--- src/rtl/baccarat_pkg.sv ---
// Shared state encoding and drawing-rule constants for the multi-hand baccarat controller.
package baccarat_pkg;

  typedef enum logic [3:0] {
    S_IDLE, S_P1, S_D1, S_P2, S_D2, S_P3, S_DDEC, S_D3, S_SCORE, S_DONE
  } state_t;

  localparam logic [3:0] NATURAL_MIN     = 4'd8;
  localparam logic [3:0] PLAYER_DRAW_MAX = 4'd5;

  function automatic logic player_draws(input logic [3:0] score);
    return score <= PLAYER_DRAW_MAX;
  endfunction

endpackage

--- src/rtl/baccarat_dealer_rule.sv ---
// Dealer third-card decision, driven by the lead player's two-card total and third card.
module baccarat_dealer_rule
  import baccarat_pkg::*;
(
  input  logic [3:0] p0_two,
  input  logic [3:0] dscore,
  input  logic [3:0] pcard3,
  output logic       draw
);

  // Lead player 6..7 means the lead stood; 0..5 means the lead drew and pcard3 matters.
  always_comb begin
    draw = 1'b0;
    if (p0_two >= NATURAL_MIN) begin
      draw = 1'b0;
    end else if (p0_two > PLAYER_DRAW_MAX) begin
      draw = (dscore <= PLAYER_DRAW_MAX);
    end else begin
      case (dscore)
        4'd0, 4'd1, 4'd2: draw = 1'b1;
        4'd3:    draw = (pcard3 != 4'd8);
        4'd4:    draw = (pcard3 >= 4'd2) && (pcard3 <= 4'd7);
        4'd5:    draw = (pcard3 >= 4'd4) && (pcard3 <= 4'd7);
        4'd6:    draw = (pcard3 >= 4'd6) && (pcard3 <= 4'd7);
        default: draw = 1'b0;
      endcase
    end
  end

endmodule

--- src/rtl/baccarat_multi_ctrl.sv ---
// Round sequencer for one dealer and NUM_PLAYERS player hands, with result lights and
// saturating round / per-player win statistics.
module baccarat_multi_ctrl
  import baccarat_pkg::*;
#(
  parameter int NUM_PLAYERS = 2,
  parameter int CNT_W       = 8
) (
  input  logic                         slow_clock,
  input  logic                         resetb,
  input  logic                         new_round,
  input  logic [3:0]                   dscore,
  input  logic [4*NUM_PLAYERS-1:0]     pscore,
  input  logic [4*NUM_PLAYERS-1:0]     pcard3,
  output logic [NUM_PLAYERS-1:0]       load_pcard1,
  output logic [NUM_PLAYERS-1:0]       load_pcard2,
  output logic [NUM_PLAYERS-1:0]       load_pcard3,
  output logic                         load_dcard1,
  output logic                         load_dcard2,
  output logic                         load_dcard3,
  output logic [NUM_PLAYERS-1:0]       player_win_light,
  output logic [NUM_PLAYERS-1:0]       dealer_win_light,
  output logic                         busy,
  output logic [CNT_W-1:0]             round_cnt,
  output logic [CNT_W*NUM_PLAYERS-1:0] player_win_cnt
);

  localparam int IDX_W = (NUM_PLAYERS > 1) ? $clog2(NUM_PLAYERS) : 1;
  localparam logic [IDX_W-1:0] LAST_IDX = IDX_W'(NUM_PLAYERS - 1);

  state_t           state;
  logic [IDX_W-1:0] idx;
  logic [IDX_W-1:0] idx_next;
  logic [3:0]       p0_two;
  logic [3:0]       next_score;
  logic             dealer_draw;

  function automatic logic [NUM_PLAYERS-1:0] one_hot(input logic [IDX_W-1:0] i);
    return NUM_PLAYERS'(1) << i;
  endfunction

  function automatic logic [3:0] score_of(input logic [4*NUM_PLAYERS-1:0] scores,
                                          input logic [IDX_W-1:0]         i);
    score_of = scores[3:0];
    for (int k = 0; k < NUM_PLAYERS; k++)
      if (IDX_W'(k) == i) score_of = scores[4*k +: 4];
  endfunction

  assign idx_next   = idx + 1'b1;
  assign next_score = score_of(pscore, idx_next);

  baccarat_dealer_rule u_dealer_rule (
    .p0_two (p0_two),
    .dscore (dscore),
    .pcard3 (pcard3[3:0]),
    .draw   (dealer_draw)
  );

  // Strobes are registered together with the state they belong to, so each transition
  // also loads the strobe pattern of the state being entered.
  always_ff @(posedge slow_clock or negedge resetb) begin
    if (!resetb) begin
      state            <= S_IDLE;
      idx              <= '0;
      p0_two           <= '0;
      busy             <= 1'b0;
      load_pcard1      <= '0;
      load_pcard2      <= '0;
      load_pcard3      <= '0;
      load_dcard1      <= 1'b0;
      load_dcard2      <= 1'b0;
      load_dcard3      <= 1'b0;
      player_win_light <= '0;
      dealer_win_light <= '0;
      round_cnt        <= '0;
      player_win_cnt   <= '0;
    end else begin
      load_pcard1 <= '0;
      load_pcard2 <= '0;
      load_pcard3 <= '0;
      load_dcard1 <= 1'b0;
      load_dcard2 <= 1'b0;
      load_dcard3 <= 1'b0;
      case (state)
        S_IDLE, S_DONE: begin
          if (new_round) begin
            state            <= S_P1;
            idx              <= '0;
            busy             <= 1'b1;
            load_pcard1      <= one_hot('0);
            player_win_light <= '0;
            dealer_win_light <= '0;
          end
        end
        S_P1: begin
          if (idx == LAST_IDX) begin
            state       <= S_D1;
            idx         <= '0;
            load_dcard1 <= 1'b1;
          end else begin
            idx         <= idx_next;
            load_pcard1 <= one_hot(idx_next);
          end
        end
        S_D1: begin
          state       <= S_P2;
          idx         <= '0;
          load_pcard2 <= one_hot('0);
        end
        S_P2: begin
          if (idx == LAST_IDX) begin
            state       <= S_D2;
            idx         <= '0;
            load_dcard2 <= 1'b1;
          end else begin
            idx         <= idx_next;
            load_pcard2 <= one_hot(idx_next);
          end
        end
        S_D2: begin
          p0_two <= pscore[3:0];
          idx    <= '0;
          if (dscore >= NATURAL_MIN) begin
            state <= S_SCORE;
          end else begin
            state       <= S_P3;
            load_pcard3 <= player_draws(pscore[3:0]) ? one_hot('0) : '0;
          end
        end
        S_P3: begin
          if (idx == LAST_IDX) begin
            state <= S_DDEC;
            idx   <= '0;
          end else begin
            idx         <= idx_next;
            load_pcard3 <= player_draws(next_score) ? one_hot(idx_next) : '0;
          end
        end
        S_DDEC: begin
          if (dealer_draw) begin
            state       <= S_D3;
            load_dcard3 <= 1'b1;
          end else begin
            state <= S_SCORE;
          end
        end
        S_D3: state <= S_SCORE;
        S_SCORE: begin
          state <= S_DONE;
          busy  <= 1'b0;
          if (round_cnt != '1) round_cnt <= round_cnt + 1'b1;
          for (int i = 0; i < NUM_PLAYERS; i++) begin
            player_win_light[i] <= (pscore[4*i +: 4] >= dscore);
            dealer_win_light[i] <= (pscore[4*i +: 4] <= dscore);
            if ((pscore[4*i +: 4] > dscore) && (player_win_cnt[CNT_W*i +: CNT_W] != '1))
              player_win_cnt[CNT_W*i +: CNT_W] <= player_win_cnt[CNT_W*i +: CNT_W] + 1'b1;
          end
        end
        default: begin
          state <= S_IDLE;
          busy  <= 1'b0;
        end
      endcase
    end
  end

endmodule

--- config.mk ---
export PLATFORM = sky130hd
export DESIGN_NAME = baccarat_multi_ctrl
export DESIGN_NICKNAME = d
export VERILOG_FILES = /design/src/rtl/baccarat_pkg.sv /design/src/rtl/baccarat_dealer_rule.sv /design/src/rtl/baccarat_multi_ctrl.sv
export SDC_FILE = /design/constraint.sdc
export NUM_CORES = 1
export LEC_CHECK = 0
export ABC_AREA = 0
export CAP_MARGIN = 20
export CORE_MARGIN = 4
export CORE_UTILIZATION = 52
export CTS_CLUSTER_DIAMETER = 60
export DETAILED_ROUTE_END_ITERATION = 7
export DONT_BUFFER_PORTS = 1
export GPL_TIMING_DRIVEN = 0
export PLACE_DENSITY = 0.73
export SYNTH_ARGS = -nofsm -noshare
export SYNTH_HDL_FRONTEND = slang
export SYNTH_SLANG_ARGS = --single-unit
--- constraint.sdc ---
create_clock -name slow_clock -period 1.89 [get_ports slow_clock]
set_clock_uncertainty 0.1 [all_clocks]
set_input_delay 0.189 -clock slow_clock [delete_from_list [all_inputs] [get_ports slow_clock]]
set_output_delay 0.189 -clock slow_clock [all_outputs]
set_load 0.05 [all_outputs]
==> out/results.txt, run 1 <==
first-pass GRT wire length: 8410 µm
initial antenna violation count: 0
Final Core Density: 0.650
Post-route DRC: 0
TNS Setup: -25.6 ps
Rows: 24
H-tree levels: 2
max-slew violation count: 0
Hold Path Class: in -> reg
critical path peak fanout: 7
Warnings, synthesis: 0
syn avg cell area: 10.4 µm²
Max Clk Rate: 522 MHz
# setup viols final: 1
worst-skew pair later-pin latency: 300 ps
final hold slack: 33.4 ps
die area: 5730 µm²
WL final: 5290 µm
CP Capture Type: flop
Final nets: 287
Die H: 75.7 µm
CTS tree: done
Core ar.: 4380 µm²
failing checks: setup timing
MaxCap Viol Count: 0
Cells after Synth: 228
Initial DRC Count: 150
CTS Buf Count: 5
largest net degree at the start of global routing: 47
grt total ovfl: 0
Initial Util: 0.543
number of clock sinks: 46
RSZ-0062 raised after global routing: yes
WS Path Type: reg -> reg
Distinct cells, synth: 40
I/O pin count: 61
DR pass1 iterations: 4
port bufs: 0
largest cells by area after synthesis: dfrtp_1, ha_1, xnor2_1, a21oi_1, xor2_1
Final WS setup: -25.6 ps
Clock Pin Slew Worst Setup and Hold Paths: 80 ps
Area Overhead vs Synth: 19.7%
crit path DAT: 2000 ps
final worst path period share: 1.01
Slew HR: 0.561
global placement routability congestion: 0.892
Root Buffer: clkbuf_8
#FFs+latches synth: 46
total number of vias: 1808
worst slew pin tran: 659 ps
Die W: 75.7 µm
vias in the first global route: 1751
routed vias/inst: 5.93
Critical Path Source Type: flop
Power Density: 1270 nW/µm²
status: complete, but fails checks
Inserted Diodes: 0
Antenna Violating Nets Remaining: 0
Final min period: 1920 ps
synthesized area: 2380 µm²
worst path required time: 1980 ps
Hold Fails Final Rpt: 0
Global Route Usage Sum: 0.197
Synth top area share: 0.483
VDD IR max: 0.910 mV
Clock Path Buffers: 2
leakage power total: 0.00127 µW
layout cells sized above 1: 0.241
wire per inst: 17.3 µm
Post-Syn Nets: 262
Final HPWL DP: 3360 µm
cell taking the most area after synthesis: dfrtp_1
Seq/Total Area, Yosys: 0.483
==> repair_timing <==
action	in CTS	in global routing
pin swaps	3	12
setup buffers	6	6
endpoints found under the setup margin	20	22
hold endpoints to repair	51	0
hold buffers	9	0
cloned	0	0
gates resized for setup	10	22
==> placed cells by master, fill, tap and decap left out, types with 8 or more instances in the layout <==
| cell type | instances |
|---|---|
| inv_1 | 12 |
| dlygate4sd3_1 | 8 |
| ha_1 | 11 |
| nand4_1 | 9 |
| nand3_1 | 8 |
| nand2_1 | 11 |
| xnor2_1 | 11 |
| xor2_1 | 8 |
| buf_4 | 11 |
| o21ai_0 | 9 |
| dfrtp_2 | 13 |
| nor2_1 | 16 |
| dfrtp_1 | 33 |
| a21oi_1 | 19 |
==> cell type report <==
class,count,area (µm²)
inverters,12,45.0
fillers,353,1540
plain buffers,6,23.8
repair buffers,21,210
clock buffers,7,86.3
well taps,52,65.1
multi-input cells,161,1250
flip-flops and latches,46,1170
==> kinds of logic (layout without fill, tap and decap cells) <==
| logic type | after synthesis | after routing | synth area share |
|---|---|---|---|
| fa+ha+maj | 11 | 11 | 0.0578 |
| compound gates | 42 | 42 | 0.114 |
| mux | 6 | 6 | 0.0284 |
| xor+xnor | 21 | 21 | 0.0772 |
| simple gates | 81 | 81 | 0.199 |
| buf+inv | 21 | 46 | 0.0405 |
| flops | 46 | 46 | 0.483 |
==> layer usage <==
layer	share of wire	vias up	track usage	routed length [µm]
li1	-	858	-	-
met1	0.40	881	0.238	2130
met2	0.51	58	0.316	2690
met3	0.067	11	0.0646	355
met4	0.021	0	0.0913	112
met5	0	-	0	0
==> registers in the layout (all words and copies together) (netlist names), 2 cells and up <==
name,count
player_win_cnt,16
round_cnt,8
state,4
p0_two,3
dealer_win_light,2
load_pcard1,2
load_pcard2,2
load_pcard3,2
player_win_light,2
==> per-stage QoR <==
step           setup WS (ps)  total power, µW  cells  instance area, µm²
6_report               -25.6             3630    305                2850
3_5_place_dp            -291             2940    280                2460
3_3_place_gp            -273             2920    280                2460
4_1_cts                -71.3             3640    301                2720
5_1_grt                 -100             3880    305                2850
2_1_floorplan          -76.4             2730    228                2390
==> path summary, 6_finish.rpt <==
path	from	endpoint	slack (ps)	depth (start not counted)
worst min-delay path	new_round	busy$_DFFE_PN0P_	30	2
worst max register to register	state[0]$_DFFE_PN0P_	player_win_cnt[9]$_DFFE_PN0P_	-30	5
worst min register to register	p0_two[1]$_DFFE_PN0P_	p0_two[1]$_DFFE_PN0P_	410	1
min in group asynchronous	resetb	load_dcard3$_DFF_PN0_	290	2
max in group asynchronous	resetb	player_win_cnt[10]$_DFFE_PN0P_	1160	2
worst max-delay path	state[0]$_DFFE_PN0P_	player_win_cnt[9]$_DFFE_PN0P_	-30	5
==> synthesized netlist by cell type <==
cell	instances
o21ai_0	9
nand2_1	13
buf_6	2
a2111oi_0	1
a211o_1	1
buf_1	1
mux2_2	6
inv_1	12
a41o_4	1
nor4_2	1
a21oi_4	1
a311oi_1	1
a21oi_1	19
nand2_2	1
clkbuf_1	4
ha_1	11
nor4_4	1
nor4b_1	3
nand4_1	9
nor2b_1	2
nand2b_1	2
o32ai_1	1
a21o_1	1
nor3b_1	1
a211oi_1	1
xor2_1	8
o211ai_1	3
nand3_1	12
and2_1	2
xnor2_1	13
dfrtp_1	46
nor2_1	18
nor3_1	5
nor4b_4	2
a31oi_1	1
buf_2	1
nor4_1	3
clkbuf_2	1
o21a_1	2
and3_1	6
==> report_power, final <==
group	total [µW]	switching [µW]	internal [µW]
clock network	602	312	290
registers	2000	776	1230
logic	1030	586	441
==> critical path, stage by stage (launching register included) <==
cell and delay, ps:
dfrtp_2 440, nor4b_4 420, nand2_2 110, a41o_4 320, nor2_4 110, mux2_4 310
Power figures use the tool's default switching activity.
==> run 2: changes to the inputs <==
--- a/config.mk
+++ b/config.mk
@@ -7,6 +7,7 @@
 export LEC_CHECK = 0
 export ABC_AREA = 0
 export CAP_MARGIN = 20
+export CORE_ASPECT_RATIO = 2
 export CORE_MARGIN = 4
 export CORE_UTILIZATION = 52
 export CTS_CLUSTER_DIAMETER = 60
==> run 2 against run 1 <==
The run still ends with setup timing left. Sequential power barely moved. Via count fell by 0.72%. Sequential share of layout area fell by 0.71 points. Fmax rose by 0.18%. Final area rose by 2.0%. Combinational power rose by 14%. Final cell count rose by 1.6%. Global-route usage fell by 0.25 points. Sequential cell count did not move. Power rose by 7.3%. Routed wire length rose by 1.7%. Critical endpoint unchanged. Largest power group unchanged.
==> out/results.txt, run 2 (synthesis gave the netlist of run 1 again) <==
most common cell after layout, fill and taps aside: dfrtp_1 (unchanged)
final std cells w/o fill: 310 (was 305)
Hold Path Class: in -> reg (unchanged)
I/O pin count: 61 (unchanged)
worst-skew pair later-pin latency: 300 ps (about the same)
Die W: 55.9 µm (was 75.7 µm)
Final nets: 289 (was 287)
total number of vias: 1795 (was 1808)
leakage power total: 0.00130 µW (was 0.00127 µW)
largest net degree at the start of global routing: 47 (unchanged)
Global Route Usage Sum: 0.194 (was 0.197)
WS Path Type: reg -> reg (unchanged)
CTS tree: done (unchanged)
most flop-heavy register: player_win_cnt (unchanged)
wire per inst: 17.4 µm (was 17.3 µm)
Clock Pin Slew Worst Setup and Hold Paths: 90 ps (was 80 ps)
crit path DAT: 2000 ps (about the same)
layout cells sized above 1: 0.277 (was 0.241)
Post-route DRC: 0 (unchanged)
Fill cells: 342 (was 353)
final worst path period share: 1.01 (about the same)
Slew HR: 0.504 (was 0.561)
failing checks: setup timing (unchanged)
Final HPWL DP: 3720 µm (was 3360 µm)
area of the multi-input gates: 1260 µm² (was 1250 µm²)
Max Clk Rate: 523 MHz (was 522 MHz)
Critical Path Source Type: flop (unchanged)
first-pass GRT wire length: 8980 µm (was 8410 µm)
Final min period: 1910 ps (was 1920 ps)
Storage cell area: 1170 µm² (about the same)
CTS Buf Count: 5 (unchanged)
Initial Util: 0.543 (about the same)
Cells after DPL: 282 (was 280)
worst slew pin tran: 745 ps (was 659 ps)
global placement routability congestion: 0.868 (was 0.892)
DR pass1 iterations: 4 (unchanged)
Clock Path Buffers: 2 (unchanged)
Area Overhead vs Synth: 22.0% (was 19.7%)
WL final: 5380 µm (was 5290 µm)
grt total ovfl: 0 (unchanged)
routed vias/inst: 5.79 (was 5.93)
largest registers: player_win_cnt x16, round_cnt x8, state x4 (unchanged)
Antenna Violating Nets Remaining: 0 (unchanged)
number of clock sinks: 46 (unchanged)
max FFs per register: 16 (unchanged)
vias in the first global route: 1839 (was 1751)
VDD IR max: 1.22 mV (was 0.910 mV)
CP Capture Type: flop (unchanged)
MaxCap Viol Count: 0 (unchanged)
Die H: 104 µm (was 75.7 µm)
port bufs: 0 (unchanged)
Power Density: 1340 nW/µm² (was 1270 nW/µm²)
Final WS setup: -22.2 ps (was -25.6 ps)
Final Core Density: 0.663 (was 0.650)
H-tree levels: 2 (unchanged)
die area: 5790 µm² (was 5730 µm²)
worst path required time: 1980 ps (about the same)
RSZ-0062 raised after global routing: yes (unchanged)
Hold Fails Final Rpt: 0 (unchanged)
most frequent cells in the layout: dfrtp_1, a21oi_1, nor2_1 (unchanged)
Rows: 34 (was 24)
status: complete, but fails checks (unchanged)
# setup viols final: 1 (unchanged)
max-slew violation count: 0 (unchanged)
critical path peak fanout: 7 (unchanged)
Inserted Diodes: 0 (unchanged)
Root Buffer: clkbuf_8 (unchanged)
Core ar.: 4380 µm² (about the same)
Initial DRC Count: 53 (was 150)
initial antenna violation count: 0 (unchanged)
==> run 2: final timing paths <==
check / endpoint / cells after the start / slack (ps) / from
max in group asynchronous: round_cnt[0]$_DFFE_PN0P_ / 2 / 1180 / resetb
hold / removal: busy$_DFFE_PN0P_ / 2 / 10 / new_round
hold reg to reg: p0_two[2]$_DFFE_PN0P_ / 1 / 420 / p0_two[2]$_DFFE_PN0P_
setup reg to reg: player_win_cnt[9]$_DFFE_PN0P_ / 6 / -20 / state[2]$_DFFE_PN0P_
setup / recovery: player_win_cnt[9]$_DFFE_PN0P_ / 6 / -20 / state[2]$_DFFE_PN0P_
min in group asynchronous: state[3]$_DFFE_PN0P_ / 2 / 300 / resetb
==> run 2: metal layers <==
| metal | vias to the layer above | GRT usage | wire length, µm | share of wire |
|---|---|---|---|---|
| met5 | - | 0 | 0 | 0 |
| met4 | 0 | 0.0730 | 68 | 0.013 |
| met3 | 5 | 0.0423 | 251 | 0.047 |
| met2 | 47 | 0.360 | 3150 | 0.58 |
| met1 | 886 | 0.208 | 1910 | 0.36 |
| li1 | 857 | - | - | - |
==> run 2: layout make-up <==
| class | instances | area share |
|---|---|---|
| repair buffers | 20 | 0.0672 |
| well taps | 54 | 0.0233 |
| plain buffers | 9 | 0.0198 |
| clock inverters | 3 | 0.0151 |
| clock buffers | 5 | 0.0237 |
| flip-flops and latches | 46 | 0.403 |
| multi-input cells | 161 | 0.433 |
| inverters | 12 | 0.0155 |
==> run 2: repair_timing <==
action                                 CTS  global route
hold buffers                             8             0
endpoints found under the hold margin   51             0
gates resized for setup                 16            25
setup endpoints to repair               20            24
setup buffers                            7             5
pin swaps                                3            15
==> run 2: critical path, cell delays in order (launching register included) <==
cell and delay, ps:
dfrtp_1 380, buf_6 120, nor4b_4 370, nand2_2 100, a41o_4 320, nor2_4 110, mux2_4 300
==> run 2: report_power, final <==
part           internal [µW]  switching (µW)
sequential              1230             745
combinational            517             658
clock                    397             351
total                   2140            1750
==> run 2: per-stage QoR <==
| step | area (µm²) | hold slack [ps] | power [µW] | TNS, ps | setup WS, ps |
|---|---|---|---|---|---|
| 2_1_floorplan | 2390 | -207 | 2730 | -98.1 | -76.4 |
| 5_1_grt | 2910 | 19.9 | 4140 | -853 | -109 |
| 3_5_place_dp | 2460 | -206 | 2960 | -3460 | -302 |
| 6_report | 2910 | 11.7 | 3890 | -22.2 | -22.2 |
| 4_1_cts | 2760 | 5.65 | 3830 | -19.5 | -19.5 |
| 3_3_place_gp | 2460 | -205 | 2910 | -3030 | -277 |
==> run 3: changes to the inputs <==
--- a/config.mk
+++ b/config.mk
@@ -14,7 +14,7 @@
 export DETAILED_ROUTE_END_ITERATION = 7
 export DONT_BUFFER_PORTS = 1
 export GPL_TIMING_DRIVEN = 0
-export PLACE_DENSITY = 0.73
+export PLACE_DENSITY = 0.8
 export SYNTH_ARGS = -nofsm -noshare
 export SYNTH_HDL_FRONTEND = slang
 export SYNTH_SLANG_ARGS = --single-unit
==> run 3 against run 2 <==
The flow still finishes with violations (setup timing). Final cell count is 1.9% lower. Core utilization is 3.1 points lower. Critical endpoint unchanged. Sequential cell count stayed put. Register-to-register slack hardly changed. Routed wire length is 4.0% lower. Sequential power is 2% higher. Count of clock-buffer cells in the layout is 1 higher. Worst hold slack better by 24 ps. Largest power group unchanged. Critical path depth is 1 lower.
==> out/results.txt, run 3 (synthesis gave the netlist of run 1 again) <==
Clock Path Buffers: 2 (unchanged)
H-tree levels: 2 (unchanged)
grt total ovfl: 0 (unchanged)
port bufs: 0 (unchanged)
final worst path period share: 1.01 (about the same)
Rows: 34 (unchanged)
largest registers: player_win_cnt x16, round_cnt x8, state x4 (unchanged)
R2R Setup Slk: -10 ps (was -20 ps)
WL final: 5160 µm (was 5380 µm)
Root Buffer: clkbuf_8 (unchanged)
routed vias/inst: 5.99 (was 5.79)
die area: 5790 µm² (unchanged)
Final Core Density: 0.632 (was 0.663)
Critical Path Source Type: flop (unchanged)
Final WS setup: -13.7 ps (was -22.2 ps)
critical path peak fanout: 7 (unchanged)
Final HPWL DP: 3640 µm (was 3720 µm)
CP Capture Type: flop (unchanged)
most common cell after layout, fill and taps aside: dfrtp_1 (unchanged)
CTS Buf Count: 5 (unchanged)
RSZ-0062 raised after global routing: yes (unchanged)
Hold Path Class: in -> reg (unchanged)
largest net degree at the start of global routing: 47 (unchanged)
Global Route Usage Sum: 0.188 (was 0.194)
total number of vias: 1820 (was 1795)
Clock Pin Slew Worst Setup and Hold Paths: 90 ps (about the same)
Die H: 104 µm (unchanged)
MaxCap Viol Count: 0 (unchanged)
VDD IR max: 0.942 mV (was 1.22 mV)
DR pass1 iterations: 4 (unchanged)
I/O pin count: 61 (unchanged)
Final nets: 283 (was 289)
layout cells sized above 1: 0.224 (was 0.277)
Area Overhead vs Synth: 16.4% (was 22.0%)
Initial Util: 0.543 (unchanged)
number of clock sinks: 46 (unchanged)
Max Clk Rate: 525 MHz (was 523 MHz)
CTS tree: done (unchanged)
global placement routability congestion: 0.859 (was 0.868)
Antenna Violating Nets Remaining: 0 (unchanged)
initial antenna violation count: 0 (unchanged)
worst-skew pair later-pin latency: 290 ps (was 300 ps)
TNS Setup: -13.7 ps (was -22.2 ps)
Die W: 55.9 µm (unchanged)
max-slew violation count: 0 (unchanged)
wire per inst: 17.0 µm (was 17.4 µm)
most flop-heavy register: player_win_cnt (unchanged)
# setup viols final: 1 (unchanged)
Final min period: 1900 ps (was 1910 ps)
Inserted Diodes: 0 (unchanged)
status: complete, but fails checks (unchanged)
Initial DRC Count: 47 (was 53)
vias in the first global route: 1884 (was 1839)
most frequent cells in the layout: dfrtp_1, a21oi_1, nor2_1 (unchanged)
worst path required time: 1970 ps (was 1980 ps)
Power Density: 1310 nW/µm² (was 1340 nW/µm²)
Fill cells: 346 (was 342)
Cells after DPL: 282 (unchanged)
Hold Fails Final Rpt: 0 (unchanged)
max FFs per register: 16 (unchanged)
worst slew pin tran: 750 ps (was 745 ps)
Core ar.: 4380 µm² (unchanged)
first-pass GRT wire length: 8860 µm (was 8980 µm)
Post-route DRC: 0 (unchanged)
crit path DAT: 1980 ps (was 2000 ps)
WS Path Type: reg -> reg (unchanged)
failing checks: setup timing (unchanged)
leakage power total: 0.00124 µW (was 0.00130 µW)
final std cells w/o fill: 304 (was 310)
Slew HR: 0.500 (was 0.504)
run 3: critical path, stage by stage, from the launching register on:
cell	delay [ps]
dfrtp_1	440
nor4b_4	390
nand2_2	100
a41o_4	320
nor2_4	130
mux2_4	310
run 3: repair_timing:
item | 4_1_cts | 5_1_grt
endpoints found under the setup margin | 20 | 22
endpoints found under the hold margin | 51 | 0
pin swaps | 4 | 6
hold buffers | 8 | 0
resized for setup | 9 | 19
setup buffers | 5 | 4
run 3: layout make-up:
type,instances,area (µm²),share of cell area
sequential,46,1170,0.421
clock inverter,2,13.8,0.00497
inverter,12,45.0,0.0163
timing repair buffer,17,169,0.0609
multi-input combinational,161,1210,0.437
buffer,6,26.3,0.00948
tap,54,67.6,0.0244
clock buffer,6,72.6,0.0262
run 3: metrics by stage:
stage / hold slack (ps) / setup slack [ps] / power [µW] / cell area, µm²
after floorplan: -207 / -76.4 / 2730 / 2390
after global placement: -205 / -262 / 2920 / 2460
after detailed placement: -205 / -298 / 2960 / 2460
after CTS: 23.8 / -45.4 / 3650 / 2700
after global routing: 41.4 / -84.4 / 3890 / 2770
final: 35.3 / -13.7 / 3630 / 2770
run 3: worst paths after layout:
kind / from / to / depth (start not counted)
worst max-delay path: state[0]$_DFFE_PN0P_ / player_win_cnt[9]$_DFFE_PN0P_ / 5
worst min-delay path: new_round / busy$_DFFE_PN0P_ / 2
worst min register to register: p0_two[2]$_DFFE_PN0P_ / p0_two[2]$_DFFE_PN0P_ / 1
min in group asynchronous: resetb / busy$_DFFE_PN0P_ / 2
worst max register to register: state[0]$_DFFE_PN0P_ / player_win_cnt[9]$_DFFE_PN0P_ / 5
max in group asynchronous: resetb / round_cnt[5]$_DFFE_PN0P_ / 2
run 3: per-layer routing:
| layer | GRT usage | vias to the layer above | wire (µm) |
|---|---|---|---|
| met5 | 0 | - | 0 |
| met4 | 0.0968 | 0 | 223 |
| met1 | 0.187 | 892 | 1720 |
| li1 | - | 846 | - |
| met3 | 0.0560 | 20 | 313 |
| met2 | 0.341 | 62 | 2910 |
run 3: report_power, final:
| group | switching [µW] | total, µW | internal [µW] |
|---|---|---|---|
| clock | 324 | 585 | 261 |
| sequential | 783 | 2010 | 1220 |
| combinational | 592 | 1040 | 447 |
